<file path="src/rtl/uart_tx_scheduler.sv">
// Two-requester UART transmitter: round-robin grant in IDLE, then start, 8 data bits LSB first, and STOP_BITS stop bits.
// Latency: grant on the first edge that sees a request in IDLE; ack the next cycle; frame lasts (9+STOP_BITS)*OVERSAMPLE ticks.
// Backpressure: a requester holds req/data until its ack; requests are not sampled while a frame is in flight (busy high).
module uart_tx_scheduler #(
  parameter int OVERSAMPLE = 16,
  parameter int STOP_BITS  = 1
) (
  input  logic       clock,
  input  logic       Reset,
  input  logic       uartTick,
  input  logic       req0,
  input  logic       req1,
  input  logic [7:0] data0,
  input  logic [7:0] data1,
  output logic       ack0,
  output logic       ack1,
  output logic       TxD,
  output logic       busy,
  output logic       grantId
);

  localparam int TW = $clog2(OVERSAMPLE);

  localparam logic [1:0] IDLE  = 2'd0;
  localparam logic [1:0] START = 2'd1;
  localparam logic [1:0] DATA  = 2'd2;
  localparam logic [1:0] STOP  = 2'd3;

  localparam logic [TW-1:0] TICK_LAST = TW'(OVERSAMPLE - 1);
  localparam logic [TW-1:0] TICK_ONE  = TW'(1);
  localparam logic [2:0]    STOP_LAST = 3'(STOP_BITS - 1);

  logic [1:0]    state;
  logic [TW-1:0] tick_cnt;
  logic [2:0]    bit_idx;
  logic [7:0]    shreg;
  logic          last_grant;

  logic          grant;
  logic          pick;
  logic          bit_end;

  // Arbitration and bit-boundary decode; on a tie the requester not served last wins.
  always_comb begin
    grant   = 1'b0;
    pick    = 1'b0;
    bit_end = 1'b0;
    if (state == IDLE) begin
      grant = req0 | req1;
      pick  = (req0 & req1) ? ~last_grant : req1;
    end
    bit_end = (state != IDLE) && uartTick && (tick_cnt == TICK_LAST);
  end

  // Frame sequencer: owns state, shift register, bit index and the registered serial line.
  always_ff @(posedge clock or posedge Reset) begin
    if (Reset) begin
      state      <= IDLE;
      TxD        <= 1'b1;
      busy       <= 1'b0;
      grantId    <= 1'b0;
      last_grant <= 1'b1;
      bit_idx    <= 3'd0;
      shreg      <= 8'd0;
    end else begin
      case (state)
        IDLE: begin
          if (grant) begin
            state      <= START;
            shreg      <= pick ? data1 : data0;
            grantId    <= pick;
            last_grant <= pick;
            bit_idx    <= 3'd0;
            TxD        <= 1'b0;
            busy       <= 1'b1;
          end
        end
        START: begin
          if (bit_end) begin
            state   <= DATA;
            bit_idx <= 3'd0;
            TxD     <= shreg[0];
          end
        end
        DATA: begin
          if (bit_end) begin
            shreg <= {1'b0, shreg[7:1]};
            if (bit_idx == 3'd7) begin
              state   <= STOP;
              bit_idx <= 3'd0;
              TxD     <= 1'b1;
            end else begin
              bit_idx <= bit_idx + 3'd1;
              // Next bit to appear is the one about to shift into position 0.
              TxD     <= shreg[1];
            end
          end
        end
        STOP: begin
          if (bit_end) begin
            if (bit_idx == STOP_LAST) begin
              state   <= IDLE;
              bit_idx <= 3'd0;
              busy    <= 1'b0;
            end else begin
              bit_idx <= bit_idx + 3'd1;
            end
          end
        end
        default: begin
          state <= IDLE;
          TxD   <= 1'b1;
          busy  <= 1'b0;
        end
      endcase
    end
  end

  // Oversample counter: held at zero in IDLE so a tick coinciding with the grant is not counted.
  always_ff @(posedge clock or posedge Reset) begin
    if (Reset) begin
      tick_cnt <= '0;
    end else if (state == IDLE) begin
      tick_cnt <= '0;
    end else if (uartTick) begin
      tick_cnt <= tick_cnt + TICK_ONE;
    end
  end

  // Ack pulses: high for exactly the cycle following the grant edge.
  always_ff @(posedge clock or posedge Reset) begin
    if (Reset) begin
      ack0 <= 1'b0;
      ack1 <= 1'b0;
    end else begin
      ack0 <= grant & ~pick;
      ack1 <= grant & pick;
    end
  end

endmodule
</file>
<file path="config.mk">
export PLATFORM = sky130hd
export DESIGN_NAME = uart_tx_scheduler
export DESIGN_NICKNAME = d
export VERILOG_FILES = /design/src/rtl/uart_tx_scheduler.sv
export SDC_FILE = /design/constraint.sdc
export NUM_CORES = 1
export LEC_CHECK = 0
export ABC_AREA = 0
export BUFFER_PORTS_ARGS = -buffer_cell sky130_fd_sc_hd__clkbuf_2
export CORE_MARGIN = 8
export CORE_UTILIZATION = 54
export CTS_CLUSTER_DIAMETER = 100
export DETAILED_ROUTE_END_ITERATION = 6
export GPL_ROUTABILITY_DRIVEN = 1
export GPL_TIMING_DRIVEN = 1
export PLACE_DENSITY = 0.78
export SLEW_MARGIN = 40
export SYNTH_ARGS = -nofsm -noshare
export SYNTH_HDL_FRONTEND = slang
export SYNTH_SLANG_ARGS = --single-unit
export TNS_END_PERCENT = 50
</file>
<file path="constraint.sdc">
create_clock -name clock -period 2.4 [get_ports clock]
set_input_delay 0.12 -clock clock [delete_from_list [all_inputs] [get_ports clock]]
set_output_delay 0.12 -clock clock [all_outputs]
set_load 0.02 [all_outputs]
</file>
==> results of run 1 <==
cells by family after synthesis:
group	after synthesis
AO/OA/AOI/OAI	42
XOR/XNOR	3
adder cells (fa/ha/maj)	8
buffers and inverters	16
flip-flops	23
multiplexers	14
AND/OR/NAND/NOR	26
final cells by class:
cell class                 count  area (um2)
fill                         198         900
multi-input combinational     93         713
sequential                    23         578
timing repair buffer          29         158
inverter                      11        41.3
tap                           30        37.5
clock buffer                   3        22.5
clock inverter                 1        5.00
repair_timing:
item,4_1_cts,5_1_grt
hold buffers,1,0
setup endpoints to repair,0,0
endpoints found under the hold margin,21,0
power by group through the flow:
stage / Combinational (mW) / Clock (mW) / Sequential (mW)
3_3_place_gp: 0.973 / 0 / 0.694
6_report: 1.01 / 0.175 / 0.695
5_1_grt: 1.13 / 0.198 / 0.713
4_1_cts: 1.02 / 0.184 / 0.694
2_1_floorplan: 0.778 / 0 / 0.710
3_5_place_dp: 1.01 / 0 / 0.701
metal layers:
metal  share of wire [%]  up-vias  global-route usage (%)
met5                   0        -                       0
met4                0.96        0                    4.00
met3                 6.7        4                    3.73
met2                  49       22                    23.8
met1                  43      522                    15.9
li1                    -      534                       -
registers in the layout (all words and copies together) (netlist names):
| register | count |
|---|---|
| state | 2 |
| ack0 | 1 |
| busy | 1 |
| grantId | 1 |
| ack1 | 1 |
| last_grant | 1 |
| TxD | 1 |
| tick_cnt | 4 |
| shreg | 8 |
| bit_idx | 3 |
worst reg2reg max path, cell delays in order, from the launching register on:
cell	delay (ns)
dfrtp_1	0.42
inv_1	0.11
ha_1	0.39
nor3b_2	0.46
a211o_1	0.16
a21o_1	0.14
mux2_4	0.32
how the worst max path moves through the flow:
| stage | start | to | slack, ns | cells after the start |
|---|---|---|---|---|
| after floorplan | state[0]$_DFFE_PP0P_ | bit_idx[0]$_DFFE_PP0P_ | 0.56 | 6 |
| after global placement | state[0]$_DFFE_PP0P_ | busy$_DFFE_PP0P_ | 0.39 | 7 |
| after detailed placement | state[1]$_DFFE_PP0P_ | busy$_DFFE_PP0P_ | 0.32 | 7 |
| after CTS | state[0]$_DFFE_PP0P_ | state[1]$_DFFE_PP0P_ | 0.30 | 6 |
| after global routing | state[0]$_DFFE_PP0P_ | busy$_DFFE_PP0P_ | 0.13 | 7 |
| final | state[0]$_DFFE_PP0P_ | state[1]$_DFFE_PP0P_ | 0.29 | 6 |
layout by cell type, fill, tap and decap left out, types with 2 or more instances in the layout:
cell type / netlist / final
xor2_1: 2 / 2
a21o_1: 7 / 7
inv_1: 11 / 10
nor2_1: 10 / 10
nand2_1: 4 / 4
clkbuf_4: 0 / 3
mux2i_1: 10 / 10
mux2_2: 3 / 3
dfrtp_1: 21 / 21
ha_1: 8 / 8
o22ai_1: 2 / 2
buf_4: 0 / 3
a21oi_1: 4 / 4
clkbuf_2: 0 / 25
a221oi_1: 3 / 3
o32ai_1: 5 / 5
o21ai_0: 13 / 13
nand2b_1: 2 / 2
nor2b_1: 2 / 2
nor3_1: 2 / 2
dfstp_2: 2 / 2
==> out/metrics.cfg, run 1 <==
[run_status]
status = complete, no violations

[min_path]
holdPathEnd = last_grant$_DFFE_PP1P_
hold_path.class = primary input to flop
whs_path_depth = 2
min_from = req0

[finish]
antenna_cells = 0
area_growth_pct = 13.2
final_area_mm2 = 0.00156
finish.utilization_pct = 63.4
finalNonFillerCells = 190
final_layout_size_suffix_gt1_share_pct = 27.5
nets = 190

[critical_path]
crit_arrival_ns = 2.31
cp.required_ns = 2.60
r2r_end = state[1]$_DFFE_PP0P_
max_stage_delay_ns = 0.46
r2r_cells = 6
cp_max_fo = 12
path_cells = inv_1 > ha_1 > nor3b_2 > a211o_1 > a21o_1 > mux2_4
startpoint_type = flop
end_kind = flop
rrSetupSlack_ns = 0.29
critical-path-slowest-cell = nor3b_2
cp_num_buf_inv = 1
cp_top_family = simple AND/OR/NAND/NOR gates
worstReg2RegStart = state[0]$_DFFE_PP0P_
path_class = flop to flop

[sta]
setup-violations-final = 0
finalClockSkew_ns = 0.00763
max_slew_margin_pct = 59.9
drv_slew = 0
period_needed_ns = 2.11
finalSetupTns_ns = 0
min_period_over_period_pct = 87.9
timing.final.ws_setup_ns = 0.290
tightest_slew_ns = 0.595
rsz0062_at_grt = no
hold_viol = 0
holdWs_ns = 0.0505
fmax_mhz = 474

[yosys]
synthMuxAreaShare_pct = 10.8
yosysTopAreaCell = dfrtp_1
yosys.area_share.simple_pct = 10.6
synthXorXnorAreaFrac_pct = 1.91
yosysSeqAreaShare_pct = 42.1
async_reset_ff_share_pct = 100
synth_compound_area_share_pct = 21.3
synth_top_family_by_area = compound AO/OA/AOI/OAI gates
avgSynthCellArea_um2 = 10.4
synth_area_mm2 = 0.00137
synth_most_common_cell = dfrtp_1
syn_inst = 132
yosysWarnings = 0
synthTopCellsByCount = 21 x dfrtp_1, 13 x o21ai_0, 11 x inv_1
synth.area.top_cells = dfrtp_1 38%, ha_1 7.3%, mux2i_1 7.3%
syn_nets = 161
synth.top_cell.area_share_pct = 38.3
synth-seq-cells = 23
synth-edff-count = 0
ys.flop_type = dfrtp_1
ys_types = 36
yosys.area_share.adder_pct = 7.29

[cts]
ctsRootBufferMaster = clkbuf_4
postCtsSetupBuffers = 0
numCtsBuffers = 3
cts.clk_slew.worst_paths_ns = 0.13
cts_max_level = 1
cts.sinks = 23
clk_path_buf_depth = 2
insertion_delay_ns = 0.31
cts_resized = 0
tritoncts = built

[floorplanning]
io_pins = 26
die_y_um = 66.4
die_w_um = 66.4
rows = 18
start_util_pct = 56.0
die_area_mm2 = 0.00441
core_area_mm2 = 0.00245

[power]
p_sw_share_pct = 41.1
p_leak_nw = 0.794
ir_drop_v = 0.000919
power.switching_mw = 0.771
p_int_mw = 1.11
power_mw = 1.88
power_density_mw_per_mm2 = 1210
power_frac_seq_pct = 37.0
power_frac_comb_pct = 53.7
p_clk_share_pct = 9.3

[global_route]
antenna_found_initial = 0
grt_pass1_wl_mm = 4.80
grt_max_degree = 24
grt_pass1_vias = 1093
grt_remaining_overflow = 0
grt_usage_pct = 13.7

[routing]
first_iter_violations = 68
vias_per_cell = 5.69
drt_pass1_iterations = 4
routed_wl_mm = 2.81
vias = 1082
ant_nets = 0
wl_per_cell_um = 14.8
route.detailed.drc = 0

[run]
maxCapViolCount = 0

[placed_design]
dp.cells = 185
gp_congestion = 0.888
io_buffers = 25
placed_area_mm2 = 0.00152
detailed_place_hpwl_mm = 2.25
dp_slack_ns = 0.324

(Power assumes the default switching activity.)
==> inputs of run 2 (changes only) <==
Settings changed: CTS_CLUSTER_SIZE set to 28, PLACE_DENSITY 0.78 to unset, PLACE_DENSITY_LB_ADDON set to 0.12.
==> run 2 against run 1 <==
Against the previous run: register-to-register slack improved by 0.02 ns; setup slack better by 0.019 ns; clock-buffer cell count is 1 higher; critical path type unchanged; critical endpoint is now shreg[6]$_DFFE_PP0P_.
==> out/metrics.cfg, run 2 (synthesis results as in run 1) <==
[run_status]
status = complete, no violations

[sta]
setup-violations-final = 0
period_needed_ns = 2.09
hold_viol = 0
drv_slew = 0
finalSetupTns_ns = 0
timing.final.ws_setup_ns = 0.309
rsz0062_at_grt = no
fmax_mhz = 478
min_period_over_period_pct = 87.1
finalClockSkew_ns = 0.0133
tightest_slew_ns = 0.514
max_slew_margin_pct = 65.3

[finish]
final_layout_size_suffix_gt1_share_pct = 26.4
largest_reg_flops = 8
top_register = shreg
area_growth_pct = 12.6
finish.utilization_pct = 63.0
reg_top3 = shreg: 8 flops, tick_cnt: 4 flops, bit_idx: 3 flops
final_cell_mix = 25 x clkbuf_2, 21 x dfrtp_1, 13 x o21ai_0
finalNonFillerCells = 189
nets = 189
nFillCells = 208
final_common_cell = clkbuf_2
antenna_cells = 0

[cts]
insertion_delay_ns = 0.31
clk_path_buf_depth = 2
cts.clk_slew.worst_paths_ns = 0.13
numCtsBuffers = 3
ctsRootBufferMaster = clkbuf_4
cts_resized = 0
cts.sinks = 23
tritoncts = built
cts_max_level = 1

[floorplanning]
die_area_mm2 = 0.00441
io_pins = 26
rows = 18
start_util_pct = 56.0
die_w_um = 66.4
core_area_mm2 = 0.00245
die_y_um = 66.4

[critical_path]
end_kind = flop
startpoint_type = flop
cp_max_fo = 12
rrSetupSlack_ns = 0.31
path_class = flop to flop
max_stage_delay_ns = 0.44
path_cells = inv_1 > ha_1 > buf_4 > o21ai_0 > nor2_1 > a21oi_1 > a221oi_1
critical-path-slowest-cell = dfrtp_1
cp.required_ns = 2.60
crit_arrival_ns = 2.29

[global_route]
grt_remaining_overflow = 0
grt_pass1_wl_mm = 4.77
grt_pass1_vias = 1063
antenna_found_initial = 0
grt_max_degree = 24
grt_usage_pct = 13.6

[placed_design]
detailed_place_hpwl_mm = 2.24
io_buffers = 25
dp_slack_ns = 0.334
gp_congestion = 0.871
dp.cells = 184

[routing]
first_iter_violations = 41
route.detailed.drc = 0
vias_per_cell = 5.69
ant_nets = 0
drt_pass1_iterations = 4
vias = 1076
wl_per_cell_um = 15.0
routed_wl_mm = 2.83

[power]
power_mw = 1.87
ir_drop_v = 0.000718
power_density_mw_per_mm2 = 1210
p_leak_nw = 0.786

[min_path]
hold_path.class = primary input to flop

[run]
maxCapViolCount = 0

run 2: repair_timing:
| item | 4_1_cts | 5_1_grt |
|---|---|---|
| buffers inserted | 0 | 0 |
| endpoints found under the hold margin | 21 | 0 |
| hold buffers | 1 | 0 |
run 2: worst paths after layout:
path | start | endpoint | depth (start not counted)
max reg2reg | state[1]$_DFFE_PP0P_ | shreg[6]$_DFFE_PP0P_ | 7
max | state[1]$_DFFE_PP0P_ | shreg[6]$_DFFE_PP0P_ | 7
min in group asynchronous | Reset | state[1]$_DFFE_PP0P_ | 3
max in group asynchronous | Reset | last_grant$_DFFE_PP1P_ | 3
min reg2reg | grantId$_DFFE_PP0P_ | grantId$_DFFE_PP0P_ | 1
min | req0 | last_grant$_DFFE_PP1P_ | 2
run 2: critical path, delay by kind of cell, from the launching register on:
kind                       cells  cell delay, ns
AOI/OAI and AO/OA              3            0.67
DFF                            1            0.44
buffers and inverters          2            0.32
adders and majority gates      1            0.28
and+or+nand+nor                1            0.28
run 2: power breakdown:
| group | internal [mW] | total (mW) | switching [mW] |
|---|---|---|---|
| clock network | 0.0649 | 0.176 | 0.111 |
| logic | 0.463 | 0.990 | 0.527 |
| registers | 0.570 | 0.701 | 0.131 |
| total | 1.10 | 1.87 | 0.770 |
run 2: through the flow:
stage               cell area (um2)  hold WS (ns)
floorplan                      1370         0.120
global placement               1510         0.303
detailed placement             1510         0.328
CTS                            1550        0.0615
global route                   1550        0.0635
finish                         1550        0.0771
run 2: routing by layer:
layer | part of all wire [%] | GRT usage [%] | vias to the layer above | wire [um]
met1 | 47 | 17.1 | 509 | 1320
met4 | 1.5 | 6.13 | 0 | 42
li1 | - | - | 531 | -
met2 | 44 | 21.4 | 31 | 1250
met3 | 7.4 | 3.39 | 5 | 209
met5 | 0 | 0 | - | 0
run 2: area by class of cell:
type | count | area (um2) | area share (%)
clock buffers | 4 | 26.3 | 1.70
inverters | 11 | 41.3 | 2.67
multi-input cells | 93 | 713 | 46.1
flip-flops and latches | 23 | 578 | 37.4
well taps | 30 | 37.5 | 2.43
repair buffers | 28 | 150 | 9.71
==> inputs of run 3 (changes only) <==
Settings changed: CTS_BUF_LIST set to sky130_fd_sc_hd__clkbuf_8.
==> run 3 against run 2 <==
Against the previous run: wire length grew 0.42%; cell count is the same; sequential cell count is the same; maximum frequency grew 1.8%; sequential power is essentially flat; combinational power is essentially flat; critical path depth is the same; power grew 3.1%; setup slack gained 0.037 ns; clock power grew 32%; via count shrank 1.3%; largest cell class unchanged.
==> out/metrics.cfg, run 3 (synthesis results as in run 1) <==
[run_status]
status = complete, no violations

[finish]
nets = 189
area_growth_pct = 13.9
final_cell_mix = 25 x clkbuf_2, 21 x dfrtp_1, 13 x o21ai_0
largest_reg_flops = 8
final_layout_size_suffix_gt1_share_pct = 26.4
final_common_cell = clkbuf_2
final_area_mm2 = 0.00157
finish.utilization_pct = 63.8
reg_top3 = shreg: 8 flops, tick_cnt: 4 flops, bit_idx: 3 flops
top_register = shreg
antenna_cells = 0

[sta]
drv_slew = 0
hold_viol = 0
rsz0062_at_grt = no
timing.final.ws_setup_ns = 0.346
period_needed_ns = 2.05
fmax_mhz = 487
finalClockSkew_ns = 0.00394
setup-violations-final = 0
min_period_over_period_pct = 85.6
tightest_slew_ns = 0.482
max_slew_margin_pct = 67.5
finalSetupTns_ns = 0

[floorplanning]
start_util_pct = 56.0
io_pins = 26
die_area_mm2 = 0.00441
rows = 18
die_w_um = 66.4
core_area_mm2 = 0.00245
die_y_um = 66.4

[cts]
cts_max_level = 1
ctsRootBufferMaster = clkbuf_8
cts_resized = 0
numCtsBuffers = 3
insertion_delay_ns = 0.26
clk_path_buf_depth = 2
cts.clk_slew.worst_paths_ns = 0.07
cts.sinks = 23
tritoncts = built

[critical_path]
cp_max_fo = 12
r2r_end = shreg[6]$_DFFE_PP0P_
worstReg2RegStart = state[0]$_DFFE_PP0P_
r2r_cells = 7
startpoint_type = flop
path_cells = inv_1 > ha_1 > buf_4 > o21ai_0 > nor2_1 > a21oi_1 > a221oi_1
end_kind = flop
path_class = flop to flop
cp.required_ns = 2.56
max_stage_delay_ns = 0.40
critical-path-slowest-cell = dfrtp_1
crit_arrival_ns = 2.21
rrSetupSlack_ns = 0.35

[min_path]
min_from = req0
holdPathEnd = last_grant$_DFFE_PP1P_
whs_path_depth = 2
hold_path.class = primary input to flop

[power]
power_frac_comb_pct = 51.4
ir_drop_v = 0.000743
power_density_mw_per_mm2 = 1230
p_leak_nw = 0.798
p_clk_share_pct = 12.1
p_sw_share_pct = 40.4
power.switching_mw = 0.777
p_int_mw = 1.15
power_frac_seq_pct = 36.5

[run]
maxCapViolCount = 0

[routing]
ant_nets = 0
vias = 1062
routed_wl_mm = 2.84
route.detailed.drc = 0
vias_per_cell = 5.62
drt_pass1_iterations = 4
first_iter_violations = 59
wl_per_cell_um = 15.0

[global_route]
grt_pass1_wl_mm = 4.74
grt_pass1_vias = 1061
antenna_found_initial = 0
grt_remaining_overflow = 0
grt_usage_pct = 13.7
grt_max_degree = 24

[placed_design]
detailed_place_hpwl_mm = 2.24
dp_slack_ns = 0.334
gp_congestion = 0.871
placed_area_mm2 = 0.00151
io_buffers = 25

-- run 3: metal layers --
| layer | vias up | global-route usage, % | share of wire (%) |
|---|---|---|---|
| li1 | 528 | - | - |
| met1 | 494 | 17.0 | 45 |
| met2 | 35 | 21.2 | 45 |
| met3 | 5 | 3.39 | 8.7 |
| met4 | 0 | 7.73 | 1.9 |
| met5 | - | 0 | 0 |
-- run 3: area by class of cell --
type	count	area, um2
Fill cell	211	890
Clock inverter	1	3.75
Multi-Input combinational cell	93	713
Tap cell	30	37.5
Timing Repair Buffer	28	150
Sequential cell	23	578
Clock buffer	3	41.3
Inverter	11	41.3
-- run 3: critical path, delay by kind of cell (launching register included) --
kind	cells	cell delay, ns
AOI/OAI and AO/OA	3	0.65
DFF	1	0.40
buffers and inverters	2	0.33
adders and majority gates	1	0.29
and+or+nand+nor	1	0.28
-- run 3: how the worst max path moves through the flow --
| stage | start | to | slack, ns | depth (start not counted) |
|---|---|---|---|---|
| floorplan | state[0]$_DFFE_PP0P_ | bit_idx[0]$_DFFE_PP0P_ | 0.56 | 6 |
| global placement | state[0]$_DFFE_PP0P_ | shreg[5]$_DFFE_PP0P_ | 0.49 | 7 |
| detailed placement | state[0]$_DFFE_PP0P_ | shreg[6]$_DFFE_PP0P_ | 0.33 | 7 |
| CTS | state[0]$_DFFE_PP0P_ | shreg[6]$_DFFE_PP0P_ | 0.33 | 7 |
| global route | state[0]$_DFFE_PP0P_ | shreg[6]$_DFFE_PP0P_ | 0.11 | 7 |
| finish | state[0]$_DFFE_PP0P_ | shreg[6]$_DFFE_PP0P_ | 0.35 | 7 |
-- run 3: power by group through the flow --
stage | sequential [mW] | clock [mW] | combinational [mW]
global route | 0.723 | 0.259 | 1.11
global placement | 0.701 | 0 | 0.965
floorplan | 0.710 | 0 | 0.778
detailed placement | 0.706 | 0 | 0.993
CTS | 0.700 | 0.243 | 0.996
finish | 0.703 | 0.233 | 0.989
-- run 3: stage by stage --
step / hold WS (ns) / power [mW] / std cells
finish: 0.117 / 1.93 / 189
global route: 0.119 / 2.09 / 189
CTS: 0.0317 / 1.94 / 188
detailed placement: 0.328 / 1.70 / 184
global placement: 0.303 / 1.67 / 184
floorplan: 0.120 / 1.49 / 132
-- run 3: repair_timing --
action	in CTS	in global routing
setup buffers	0	0
hold endpoints to repair	0	21
hold buffers	0	1
